File: src/rtl/muldiv_pkg.sv
// Shared definitions for the iterative multiply/divide sequencer:
// op encodings, FSM state type and the divide-by-zero result rule.
package muldiv_pkg;

  localparam logic [1:0] OP_MUL   = 2'b00;
  localparam logic [1:0] OP_MULHU = 2'b01;
  localparam logic [1:0] OP_DIVU  = 2'b10;
  localparam logic [1:0] OP_REMU  = 2'b11;

  // Widest datapath the helper below supports; callers slice down to DATA_W.
  localparam int MAX_W = 64;

  typedef enum logic [1:0] {
    ST_IDLE,
    ST_RUN,
    ST_DONE
  } state_t;

  // Unsigned divide by zero: quotient is all ones, remainder is the dividend.
  function automatic logic [MAX_W-1:0] div_zero_result(input logic [1:0]       op,
                                                       input logic [MAX_W-1:0] dividend);
    return (op == OP_REMU) ? dividend : {MAX_W{1'b1}};
  endfunction

endpackage

File: src/rtl/muldiv_step.sv
// One iteration of the shift-add multiplier or restoring divider.
// hi carries the product high word or the DATA_W+1 bit partial remainder.
module muldiv_step #(
  parameter int DATA_W = 32
) (
  input  logic [DATA_W:0]   hi,
  input  logic [DATA_W-1:0] lo,
  input  logic [DATA_W-1:0] src_b,
  input  logic              is_div,
  output logic [DATA_W:0]   next_hi,
  output logic [DATA_W-1:0] next_lo
);

  logic [DATA_W:0] sum;
  logic [DATA_W:0] shifted_r;
  logic [DATA_W:0] diff;

  always_comb begin
    sum       = {1'b0, hi[DATA_W-1:0]} + (lo[0] ? {1'b0, src_b} : '0);
    shifted_r = {hi[DATA_W-1:0], lo[DATA_W-1]};
    diff      = shifted_r - {1'b0, src_b};
    if (is_div) begin
      // diff[DATA_W] set means the trial subtraction went negative: restore.
      next_hi = diff[DATA_W] ? shifted_r : diff;
      next_lo = {lo[DATA_W-2:0], ~diff[DATA_W]};
    end else begin
      next_hi = {1'b0, sum[DATA_W:1]};
      next_lo = {sum[0], lo[DATA_W-1:1]};
    end
  end

endmodule

File: src/rtl/muldiv_ctrl.sv
// Execute-stage mul/div sequencer: accepts an op, stalls the pipe for
// DATA_W iterations and presents the result for exactly one cycle.
module muldiv_ctrl
  import muldiv_pkg::*;
#(
  parameter int DATA_W = 32,
  parameter int OP_W   = 2
) (
  input  logic              clk,
  input  logic              reset,
  input  logic              valid_i,
  input  logic [OP_W-1:0]   op_i,
  input  logic [DATA_W-1:0] src_a_i,
  input  logic [DATA_W-1:0] src_b_i,
  input  logic              flush_i,
  output logic              stall_o,
  output logic              busy_o,
  output logic              result_valid_o,
  output logic [DATA_W-1:0] result_o
);

  localparam int CNT_W = $clog2(DATA_W);

  state_t            state_q, state_d;
  logic [CNT_W-1:0]  count_q;
  logic [OP_W-1:0]   op_q;
  logic [DATA_W-1:0] b_q;
  logic [DATA_W:0]   hi_q;
  logic [DATA_W-1:0] lo_q;
  logic [DATA_W-1:0] result_q;

  logic              accept;
  logic              div_zero;
  logic              last_iter;
  logic [DATA_W:0]   step_hi;
  logic [DATA_W-1:0] step_lo;
  logic [MAX_W-1:0]  dz_result;

  assign div_zero  = op_i[1] && (src_b_i == '0);
  assign last_iter = (count_q == CNT_W'(DATA_W - 1));
  assign dz_result = div_zero_result(2'(op_i), MAX_W'(src_a_i));

  muldiv_step #(.DATA_W(DATA_W)) u_step (
    .hi      (hi_q),
    .lo      (lo_q),
    .src_b   (b_q),
    .is_div  (op_q[1]),
    .next_hi (step_hi),
    .next_lo (step_lo)
  );

  // NOTE: every output of this block gets a default first so no path leaves it unassigned (no latch).
  always_comb begin
    state_d = state_q;
    stall_o = 1'b0;
    accept  = 1'b0;
    case (state_q)
      ST_IDLE: begin
        if (valid_i && !flush_i) begin
          accept  = 1'b1;
          stall_o = 1'b1;
          state_d = div_zero ? ST_DONE : ST_RUN;
        end
      end
      ST_RUN: begin
        if (flush_i) begin
          state_d = ST_IDLE;
        end else begin
          stall_o = 1'b1;
          if (last_iter) state_d = ST_DONE;
        end
      end
      // valid_i is still high for the finished instruction; never restart from DONE.
      ST_DONE: state_d = ST_IDLE;
      default: state_d = ST_IDLE;
    endcase
    if (!reset) stall_o = 1'b0;
  end

  assign busy_o         = (state_q != ST_IDLE);
  assign result_valid_o = (state_q == ST_DONE) && !flush_i;
  assign result_o       = result_q;

  // NOTE: sequential state uses non-blocking assignments only, so all registers update together at the edge.
  always_ff @(posedge clk) begin
    if (!reset) begin
      state_q  <= ST_IDLE;
      count_q  <= '0;
      op_q     <= '0;
      b_q      <= '0;
      hi_q     <= '0;
      lo_q     <= '0;
      result_q <= '0;
    end else begin
      state_q <= state_d;
      if (accept) begin
        op_q    <= op_i;
        b_q     <= src_b_i;
        hi_q    <= '0;
        lo_q    <= src_a_i;
        count_q <= '0;
        if (div_zero) result_q <= dz_result[DATA_W-1:0];
      end else if (state_q == ST_RUN && !flush_i) begin
        hi_q    <= step_hi;
        lo_q    <= step_lo;
        count_q <= count_q + 1'b1;
        // op[0] picks the high half: MULHU's high word, REMU's remainder.
        if (last_iter) result_q <= op_q[0] ? step_hi[DATA_W-1:0] : step_lo;
      end
    end
  end

endmodule

File: config.mk
export PLATFORM = sky130hd
export DESIGN_NAME = muldiv_ctrl
export DESIGN_NICKNAME = d
export VERILOG_FILES = /design/src/rtl/muldiv_pkg.sv /design/src/rtl/muldiv_step.sv /design/src/rtl/muldiv_ctrl.sv
export SDC_FILE = /design/constraint.sdc
export NUM_CORES = 1
export LEC_CHECK = 0
export BUFFER_PORTS_ARGS = -buffer_cell sky130_fd_sc_hd__buf_4
export CORE_ASPECT_RATIO = 0.75
export CORE_MARGIN = 2
export CORE_UTILIZATION = 38
export CTS_BUF_LIST = sky130_fd_sc_hd__clkbuf_8
export DETAILED_ROUTE_END_ITERATION = 7
export PLACE_DENSITY = 0.69
export RECOVER_POWER = 25
export SETUP_SLACK_MARGIN = 0.02
export SLEW_MARGIN = 15
export SYNTH_ARGS = -nofsm -noshare
export SYNTH_HDL_FRONTEND = slang
export SYNTH_SLANG_ARGS = --single-unit
File: constraint.sdc
create_clock -name clk -period 2.96 [get_ports clk]
set_input_delay 0.148 -clock clk [delete_from_list [all_inputs] [get_ports clk]]
set_output_delay 0.148 -clock clk [all_outputs]
set_load 0.005 [all_outputs]
Word-level counts from Yosys, hierarchy flattened

Cells that the tools add are included.

Register bits after elaboration: 137
Input port bits: 70
Logic and storage cells: 54

Add/subtract/negate cells: 3
Eq/ne operators: 7
Multiplexer cells: 22
Bitwise logic cells: 2
Reduce and logical (&&, ||, !) cells: 13

Operator list:

| cell                                                                   | count |
|---|---|
| 32-bit two-way mux                                                     | 12 |
| 32-bit by 32-bit adder with 33-bit output                              | 1 |
| 33-bit by 32-bit subtractor with 33-bit output                         | 1 |
| 32-bit zero test                                                       | 1 |
| 2-bit two-way mux                                                      | 4 |
| 2-bit nonzero test                                                     | 3 |
| 5-bit by 1-bit adder with 5-bit output (second input constant)         | 1 |
| 5-bit equality test (second input constant)                            | 1 |
| 2-bit equality test (second input constant)                            | 2 |
| 1-bit logical AND                                                      | 4 |
| 1-bit two-way mux                                                      | 4 |
| 2-bit case mux with 2 select lines                                     | 1 |
| 3-bit != test (second input constant)                                  | 1 |
| 3-bit AND reduction                                                    | 1 |
| 2-bit by 1-bit equality test with 1-bit output (second input constant) | 1 |
| 2-bit zero test                                                        | 1 |
| 2-bit by 1-bit != test with 1-bit output (second input constant)       | 1 |
| 2-bit != test (second input constant)                                  | 1 |
| 1-bit inverter                                                         | 2 |
| 1-bit case mux with 2 select lines                                     | 1 |
| 2-bit AND reduction                                                    | 1 |
| 2-bit OR reduction                                                     | 1 |
| 1-bit zero test                                                        | 1 |

Longest topological paths before layout

Gate-level depths: netlist of run 1.

Depth in word-level cells: 7
Gate-level depth with buffers: 14
Depth with buffers taken out: 12

Cells and area by module

Synthesis of run 1 repeated with hierarchy kept, for this count alone.

Cells, all modules: 1425
Area, all modules: 10901.7 um2

Modules (own cells, without submodules):

| module      | times used | cells an instance | area each (um2) |
|---|---|---|---|
| muldiv_ctrl | 1          | 737               | 6164.7 |
| muldiv_step | 1          | 688               | 4737.0 |

Worst setup path after synthesis of run 1

No wires, ideal clock.

Kind: register to register
Start point: register lo_q[0]
End point: register result_q[17], in the netlist result_o[17]
Data arrival time: 3.116 ns
Required time: 2.835 ns
Path slack: -0.281 ns
Cell stages (with the launch flop): 14
Path buffers: 1
Clock period less this slack: 3.241 ns
Cell sequence: dfxtp_1 clkbuf_1 and2_1 ha_1 fa_1 a21o_1 a31o_2 and3b_1 o21a_1 nor2_1 o21ai_0 xor2_1 mux4_2 o2bb2ai_1

Cells in the longest elaborated chain, start to end: 7

RTL lines:

| what                                      | RTL line           | RTL |
|---|---|---|
| start, declared                           | muldiv_ctrl.sv:29  | `logic [DATA_W-1:0] lo_q;` |
| start signal, assigned                    | muldiv_ctrl.sv:100 | `lo_q <= src_a_i;` |
| start signal, assigned                    | muldiv_ctrl.sv:105 | `lo_q <= step_lo;` |
| 32-bit two-way mux                        | muldiv_step.sv:19  | `sum = {1'b0, hi[DATA_W-1:0]} + (lo[0] ? {1'b0, src_b} : '0);` |
| 32-bit by 32-bit adder with 33-bit output | muldiv_step.sv:19  |  |
| 32-bit two-way mux                        | muldiv_step.sv:22  | `if (is_div) begin` |
| 32-bit two-way mux (2 in a row)           | muldiv_ctrl.sv:108 | `if (last_iter) result_q <= op_q[0] ? step_hi[DATA_W-1:0] : step_lo;` |
| 32-bit two-way mux                        | muldiv_ctrl.sv:103 | `end else if (state_q == ST_RUN && !flush_i) begin` |
| 32-bit two-way mux                        | muldiv_ctrl.sv:96  | `if (accept) begin` |
| end signal, assigned                      | muldiv_ctrl.sv:102 | `if (div_zero) result_q <= dz_result[DATA_W-1:0];` |
| end signal, assigned                      | muldiv_ctrl.sv:108 |  |
| end, declared                             | muldiv_ctrl.sv:30  | `logic [DATA_W-1:0] result_q;` |

Every way passes these cells. The select of a mux whose other input is x is not followed.
A chain may end at the register's enable or synchronous reset.

Worst setup path in the final report of run 1

Start point: register lo_q[0]
End point: register hi_q[24]

Cells in the longest elaborated chain, start to end: 3

RTL lines:

| what                                      | RTL line           | RTL |
|---|---|---|
| 32-bit two-way mux                        | muldiv_step.sv:19  |  |
| 32-bit by 32-bit adder with 33-bit output | muldiv_step.sv:19  |  |
| 32-bit two-way mux                        | muldiv_step.sv:22  |  |
| end signal, assigned                      | muldiv_ctrl.sv:104 | `hi_q <= step_hi;` |
| end, declared                             | muldiv_ctrl.sv:28  | `logic [DATA_W:0] hi_q;` |

Every way passes these cells.

==> impl_metrics.toml, run 1 <==
[sta]
tightest_slew_ns = 0.886
worst_slack_ns = -0.196
setup_viol = 48
slew_viol_final = 0
clock_skew_ns = 0.0130
hold_violations = 0
final.period_utilization_pct = 107
setup_tns_ns = -4.19
fmax_mhz = 317
slew_headroom_pct = 40.8
fin_crit_ns = 3.16
rsz0062_at_grt = "true"

[pwr]
p_leak_nw = 6.87
ir_drop_mv = 0.287
combPwrFrac_pct = 37.5
power_frac_clock_pct = 30.3
p_seq_share_pct = 32.2
intPower_w = 0.00404
p_sw_w = 0.00207
power_density_nw_per_um2 = 370
p_total_w = 0.00610
swShare_pct = 33.9

[placed_design]
place_area_um2 = 13700
dp_hpwl_um = 32000
dp_slack_ns = -0.423
gp_congestion = 0.970
port_buffers = 104

[clock_tree]
clk_path_buf_depth = 2
clkSlewWorstSetupHoldPaths_ns = 0.09
clock_sinks = 137
insertion_delay_ns = 0.51
cts_made_buffers = 17
ctsHtreeMaxLevel = 4
cts_tree = "built"
cts_root_buf = "clkbuf_8"

[critical_path]
arrival_ns = 3.50
critPathKind = "reg -> reg"
crit_path_start_kind = "flip-flop"
path_max_fanout = 7
endpoint_kind = "flip-flop"
rr_worst_depth = 13
critPathRequiredTime_ns = 3.31

[floorplan]
io_pins = 105
core-area_um2 = 27200
std_cell_rows = 52
die_h_um = 149
die_area_um2 = 29300
initial_utilization_pct = 39.0
die_w_um = 197

[grt]
grt_pass1_vias = 12300
grt_max_degree = 108
overflow = 0
grtUsageTotal_pct = 29.9
antenna_found_initial = 0
grt_pass1_wl_um = 67900

[logic_synthesis]
synth_common_cells = "nand2_1 (232), a21oi_1 (182), dfxtp_1 (137)"
synth_most_common_cell = "nand2_1"
async_flop_share_pct = 0
synth_area_leader_cell = "dfxtp_1"
syn_area_um2 = 10600
avgSynthCellArea_um2 = 7.42
synth_edf_count = 0
syn_nets = 1567
synth_top_area_share_pct = 25.9
ys.warnings.count = 0
yosysSeqAreaShare_pct = 25.9
syn_inst = 1429
synth_ff_type = "dfxtp_1"
synth.top_cells.by_area = "dfxtp_1 (26%), a21oi_1 (8.6%), nand2_1 (8.2%), ha_1 (7.8%), mux2i_1 (4.2%)"
synth_cell_types = 79
ys_seq_elements = 137

[layout]
syn_to_final_growth_pct = 55.7
drive_above_1_share_pct = 36.4
fillers = 2372
multi_input_comb_area_um2 = 8770
nets = 1975
antennaDiodeCount = 0
seqCellArea_um2 = 2780
stdcell_area_um2 = 16500

[status]
violations = "setup timing"
outcome = "finished with violations"

[min_path]
hp-class = "in -> reg"
holdPathStages = 3

[detailed_routing]
drtIter0Drc = 1096
routed_wl_um = 45200
vias = 12800
dr.pass1.iters = 5
wl_per_cell_um = 20.6
antenna_left = 0
vias_per_cell = 5.83
drc_errors = 0

[job]
drv_cap = 0
## cell usage in the layout (no fill, tap or decap), types with 24 or more instances in the layout
| cell type | count |
|---|---|
| nor2_1 | 78 |
| mux2i_1 | 37 |
| o211ai_1 | 51 |
| clkbuf_4 | 27 |
| buf_4 | 348 |
| dfxtp_1 | 120 |
| inv_1 | 43 |
| nand2_1 | 224 |
| ha_4 | 24 |
| a21o_1 | 27 |
| o21ai_0 | 57 |
| ha_1 | 39 |
| dlygate4sd3_1 | 65 |
| a21oi_1 | 153 |
| and2_1 | 33 |
## registers in the layout (all words and copies together), names as in the netlist
name / count
state_q: 2
op_q: 2
result_o: 32
b_q: 32
count_q: 5
hi_q: 32
lo_q: 32
## repair_timing
| item | in CTS | in global routing |
|---|---|---|
| cloned | 0 | 0 |
| hold buffers | 65 | 0 |
| setup buffers | 21 | 26 |
| gates resized for setup | 127 | 180 |
| endpoints found under the hold margin | 67 | 0 |
| pin swaps | 61 | 76 |
| setup endpoints to repair | 64 | 65 |
## stage by stage
stage | hold slack (ns) | instances | utilization [%]
2_1_floorplan | 0.276 | 1429 | -
3_3_place_gp | 0.408 | 2062 | 50.3
3_5_place_dp | 0.408 | 2062 | 50.3
4_1_cts | 0.0224 | 2177 | 56.7
5_1_grt | 0.0253 | 2200 | 60.7
6_report | 0.0168 | 2200 | 60.7
## logic make-up after synthesis
group	synth area share [%]
AO/OA/AOI/OAI	29.9
adder cells (fa/ha/maj)	8.17
XOR/XNOR	4.38
buffers and inverters	4.77
AND/OR/NAND/NOR	20.4
flip-flops	25.9
multiplexers	6.53
## layout make-up
cell class / count / share of cell area (%)
sequential: 137 / 16.8
multi-input combinational: 1161 / 53.1
inverter: 47 / 1.09
clock buffer: 17 / 1.42
clock inverter: 14 / 1.25
tap: 351 / 2.66
timing repair buffer: 473 / 23.6
## per-layer routing
layer,wire (um),global-route usage (%)
met1,19500,39.7
met3,3100,5.12
met4,1840,9.36
met5,0,0
met2,20700,49.6
## worst paths after layout
path | startpoint | slack [ns] | end
hold / removal | src_b_i[0] | 0.02 | b_q[0]$_SDFFE_PN0P_
setup reg to reg | lo_q[0]$_SDFFE_PN0P_ | -0.20 | hi_q[24]$_SDFFE_PP0P_
setup / recovery | lo_q[0]$_SDFFE_PN0P_ | -0.20 | hi_q[24]$_SDFFE_PP0P_
hold reg to reg | b_q[31]$_SDFFE_PN0P_ | 0.47 | b_q[31]$_SDFFE_PN0P_
## critical path: stages, from the launching register on
cell	delay, ns
dfxtp_4	0.40
buf_6	0.15
and2_4	0.17
ha_4	0.27
buf_6	0.09
o211ai_1	0.10
o211ai_1	0.43
buf_4	0.20
nand3_2	0.11
a31oi_4	0.27
o221ai_4	0.19
a2111o_1	0.44
o21ai_4	0.08
a211oi_1	0.08
## power groups by stage
stage                     clock (W)  combinational [W]  sequential [W]
after floorplan                   0           0.000923         0.00199
after CTS                   0.00184            0.00191         0.00196
after global routing        0.00193            0.00242         0.00197
final                       0.00185            0.00229         0.00197
after global placement            0            0.00161         0.00200
after detailed placement          0            0.00164         0.00201
Power figures use the tool's default switching activity.
==> inputs of run 2 (changes only) <==
--- a/config.mk
+++ b/config.mk
@@ -8,10 +8,10 @@
 export BUFFER_PORTS_ARGS = -buffer_cell sky130_fd_sc_hd__buf_4
 export CORE_ASPECT_RATIO = 0.75
 export CORE_MARGIN = 2
-export CORE_UTILIZATION = 38
+export CORE_UTILIZATION = 40
 export CTS_BUF_LIST = sky130_fd_sc_hd__clkbuf_8
 export DETAILED_ROUTE_END_ITERATION = 7
-export PLACE_DENSITY = 0.69
+export PLACE_DENSITY = 0.72
 export RECOVER_POWER = 25
 export SETUP_SLACK_MARGIN = 0.02
 export SLEW_MARGIN = 15
==> constraint.sdc (replaced) <==
create_clock -name clk -period 2.96 [get_ports clk]
set_input_delay 0.444 -clock clk [delete_from_list [all_inputs] [get_ports clk]]
set_output_delay 0.444 -clock clk [all_outputs]
set_load 0.005 [all_outputs]
==> run 2 against run 1 <==
Effect of this change: the run still ends with setup timing left; global-route usage is 1.2 points higher; combinational power is 5% lower; register-to-register slack worse by 0.07 ns; largest power group unchanged; highest routed layer unchanged.
==> impl_metrics.toml, run 2 (synthesized netlist as in run 1, its figures left out) <==
[status]
outcome = "finished with violations"
violations = "setup timing"

[sta]
slew_headroom_pct = 55.4
setup_viol = 61
clock_skew_ns = 0.0140
fmax_mhz = 310
fin_crit_ns = 3.23
setup_tns_ns = -8.58
tightest_slew_ns = 0.669
hold_violations = 0
slew_viol_final = 0
worst_slack_ns = -0.267
rsz0062_at_grt = "true"
final.period_utilization_pct = 109

[detailed_routing]
wl_per_cell_um = 20.9
drtIter0Drc = 1127
vias = 12500
wl_met2_um = 20600
routed.top_layer = "met4"
vias_per_cell = 5.87
antenna_left = 0
met3_length_um = 2880
wl_met1_um = 19200
routed_wl_um = 44400
dr.pass1.iters = 5
drc_errors = 0

[clock_tree]
postCtsHoldBufs = 0
cts_tree = "built"
cts_made_buffers = 17
clock_sinks = 137
clk_path_buf_depth = 2
clkSlewWorstSetupHoldPaths_ns = 0.09
cts_root_buf = "clkbuf_8"
ctsHtreeMaxLevel = 4
insertion_delay_ns = 0.47

[pwr]
p_sw_w = 0.00203
intPower_w = 0.00394
power_density_nw_per_um2 = 378
p_seq_share_pct = 33.0
p_leak_nw = 6.56
combPwrFrac_pct = 36.3
swShare_pct = 34.1
power_frac_clock_pct = 30.8
ir_drop_mv = 0.234

[grt]
antenna_found_initial = 0
overflow = 0
grtUsageTotal_pct = 31.1
grt_pass1_vias = 12000
grt_pass1_wl_um = 66800
grt_max_degree = 86

[critical_path]
critPathLaunch = "hi_q[19]$_SDFFE_PP0P_"
worstReg2RegStart = "hi_q[19]$_SDFFE_PP0P_"
endpoint_kind = "flip-flop"
critPathKind = "reg -> reg"
path_max_fanout = 7
arrival_ns = 3.59
critPathRequiredTime_ns = 3.32
crit_path_start_kind = "flip-flop"

[job]
drv_cap = 0

[layout]
antennaDiodeCount = 0
layout_commonest_cell = "buf_4"
nets = 1905
drive_above_1_share_pct = 37.5
syn_to_final_growth_pct = 48.8
finalCoreUtilization_pct = 60.7
layout_common_cells = "buf_4 (346), nand2_1 (225), a21oi_1 (151), dfxtp_1 (110), nor2_1 (81)"

[floorplan]
die_w_um = 192
std_cell_rows = 51
die_area_um2 = 27800
io_pins = 105
core-area_um2 = 26000
die_h_um = 145
initial_utilization_pct = 40.8

[placed_design]
dp_hpwl_um = 31800
port_buffers = 104
gp_congestion = 0.931

[min_path]
worstHoldStart = "src_b_i[17]"
hp-class = "in -> reg"
run 2: cell count changes in the layout (fill, tap and decap cells not counted), sizes merged:
cell	previous run	this run
dlygate4sd3	65	0
buf	380	375
clkinv	2	5
clkinvlp	4	2
run 2: repair_timing:
item                                    CTS  global route
buffers inserted                         26            21
cloned                                    1             0
pin swaps                                91            72
endpoints found under the setup margin   64            62
resized for setup                       175           124
run 2: area by class of cell:
cell class / instances / area (um2)
tap: 344 / 430
fill: 2261 / 10200
inverter: 47 / 176
timing repair buffer: 403 / 3200
multi-input combinational: 1161 / 8750
clock buffer: 17 / 234
clock inverter: 15 / 209
sequential: 137 / 2780
run 2: power groups by stage:
stage / Clock (W) / Sequential (W) / Combinational [W]
floorplan: 0 / 0.00199 / 0.000923
global route: 0.00192 / 0.00198 / 0.00228
detailed placement: 0 / 0.00201 / 0.00161
CTS: 0.00184 / 0.00197 / 0.00190
finish: 0.00184 / 0.00197 / 0.00217
global placement: 0 / 0.00201 / 0.00159
run 2: final timing paths:
check / end / slack (ns) / cells past startpoint
setup / recovery: hi_q[10]$_SDFFE_PP0P_ / -0.27 / 13
hold / removal: b_q[17]$_SDFFE_PN0P_ / 0.21 / 3
setup reg to reg: hi_q[10]$_SDFFE_PP0P_ / -0.27 / 13
hold reg to reg: count_q[4]$_SDFFE_PP0P_ / 0.47 / 2
run 2: worst max-delay path, stage by stage (launching register included):
cell and delay [ns]:
dfxtp_1 0.43, ha_4 0.23, o21ai_0 0.21, nand2b_1 0.14, a31o_1 0.26, a211o_1 0.33, o21a_1 0.19, nor3_4 0.22
buf_12 0.15, buf_12 0.14, buf_8 0.11, mux2_4 0.31, o211ai_1 0.26, a21oi_1 0.11
run 2: metal layers:
layer,GRT usage [%],up-vias
met2,49.6,529
met1,42.0,5978
met4,11.8,0
li1,-,5879
met5,0,-
met3,4.79,92
run 2: stage by stage:
step / hold slack [ns] / cells / setup slack [ns] / total power (W) / area, um2
5_1_grt: 0.197 / 2124 / -0.292 / 0.00618 / 15800
6_report: 0.214 / 2124 / -0.267 / 0.00597 / 15800
4_1_cts: 0.197 / 2107 / -0.120 / 0.00571 / 15100
3_3_place_gp: 0.446 / 2050 / -0.369 / 0.00360 / 13700
3_5_place_dp: 0.455 / 2050 / -0.413 / 0.00362 / 13700
2_1_floorplan: 0.440 / 1429 / -0.0113 / 0.00291 / 10800
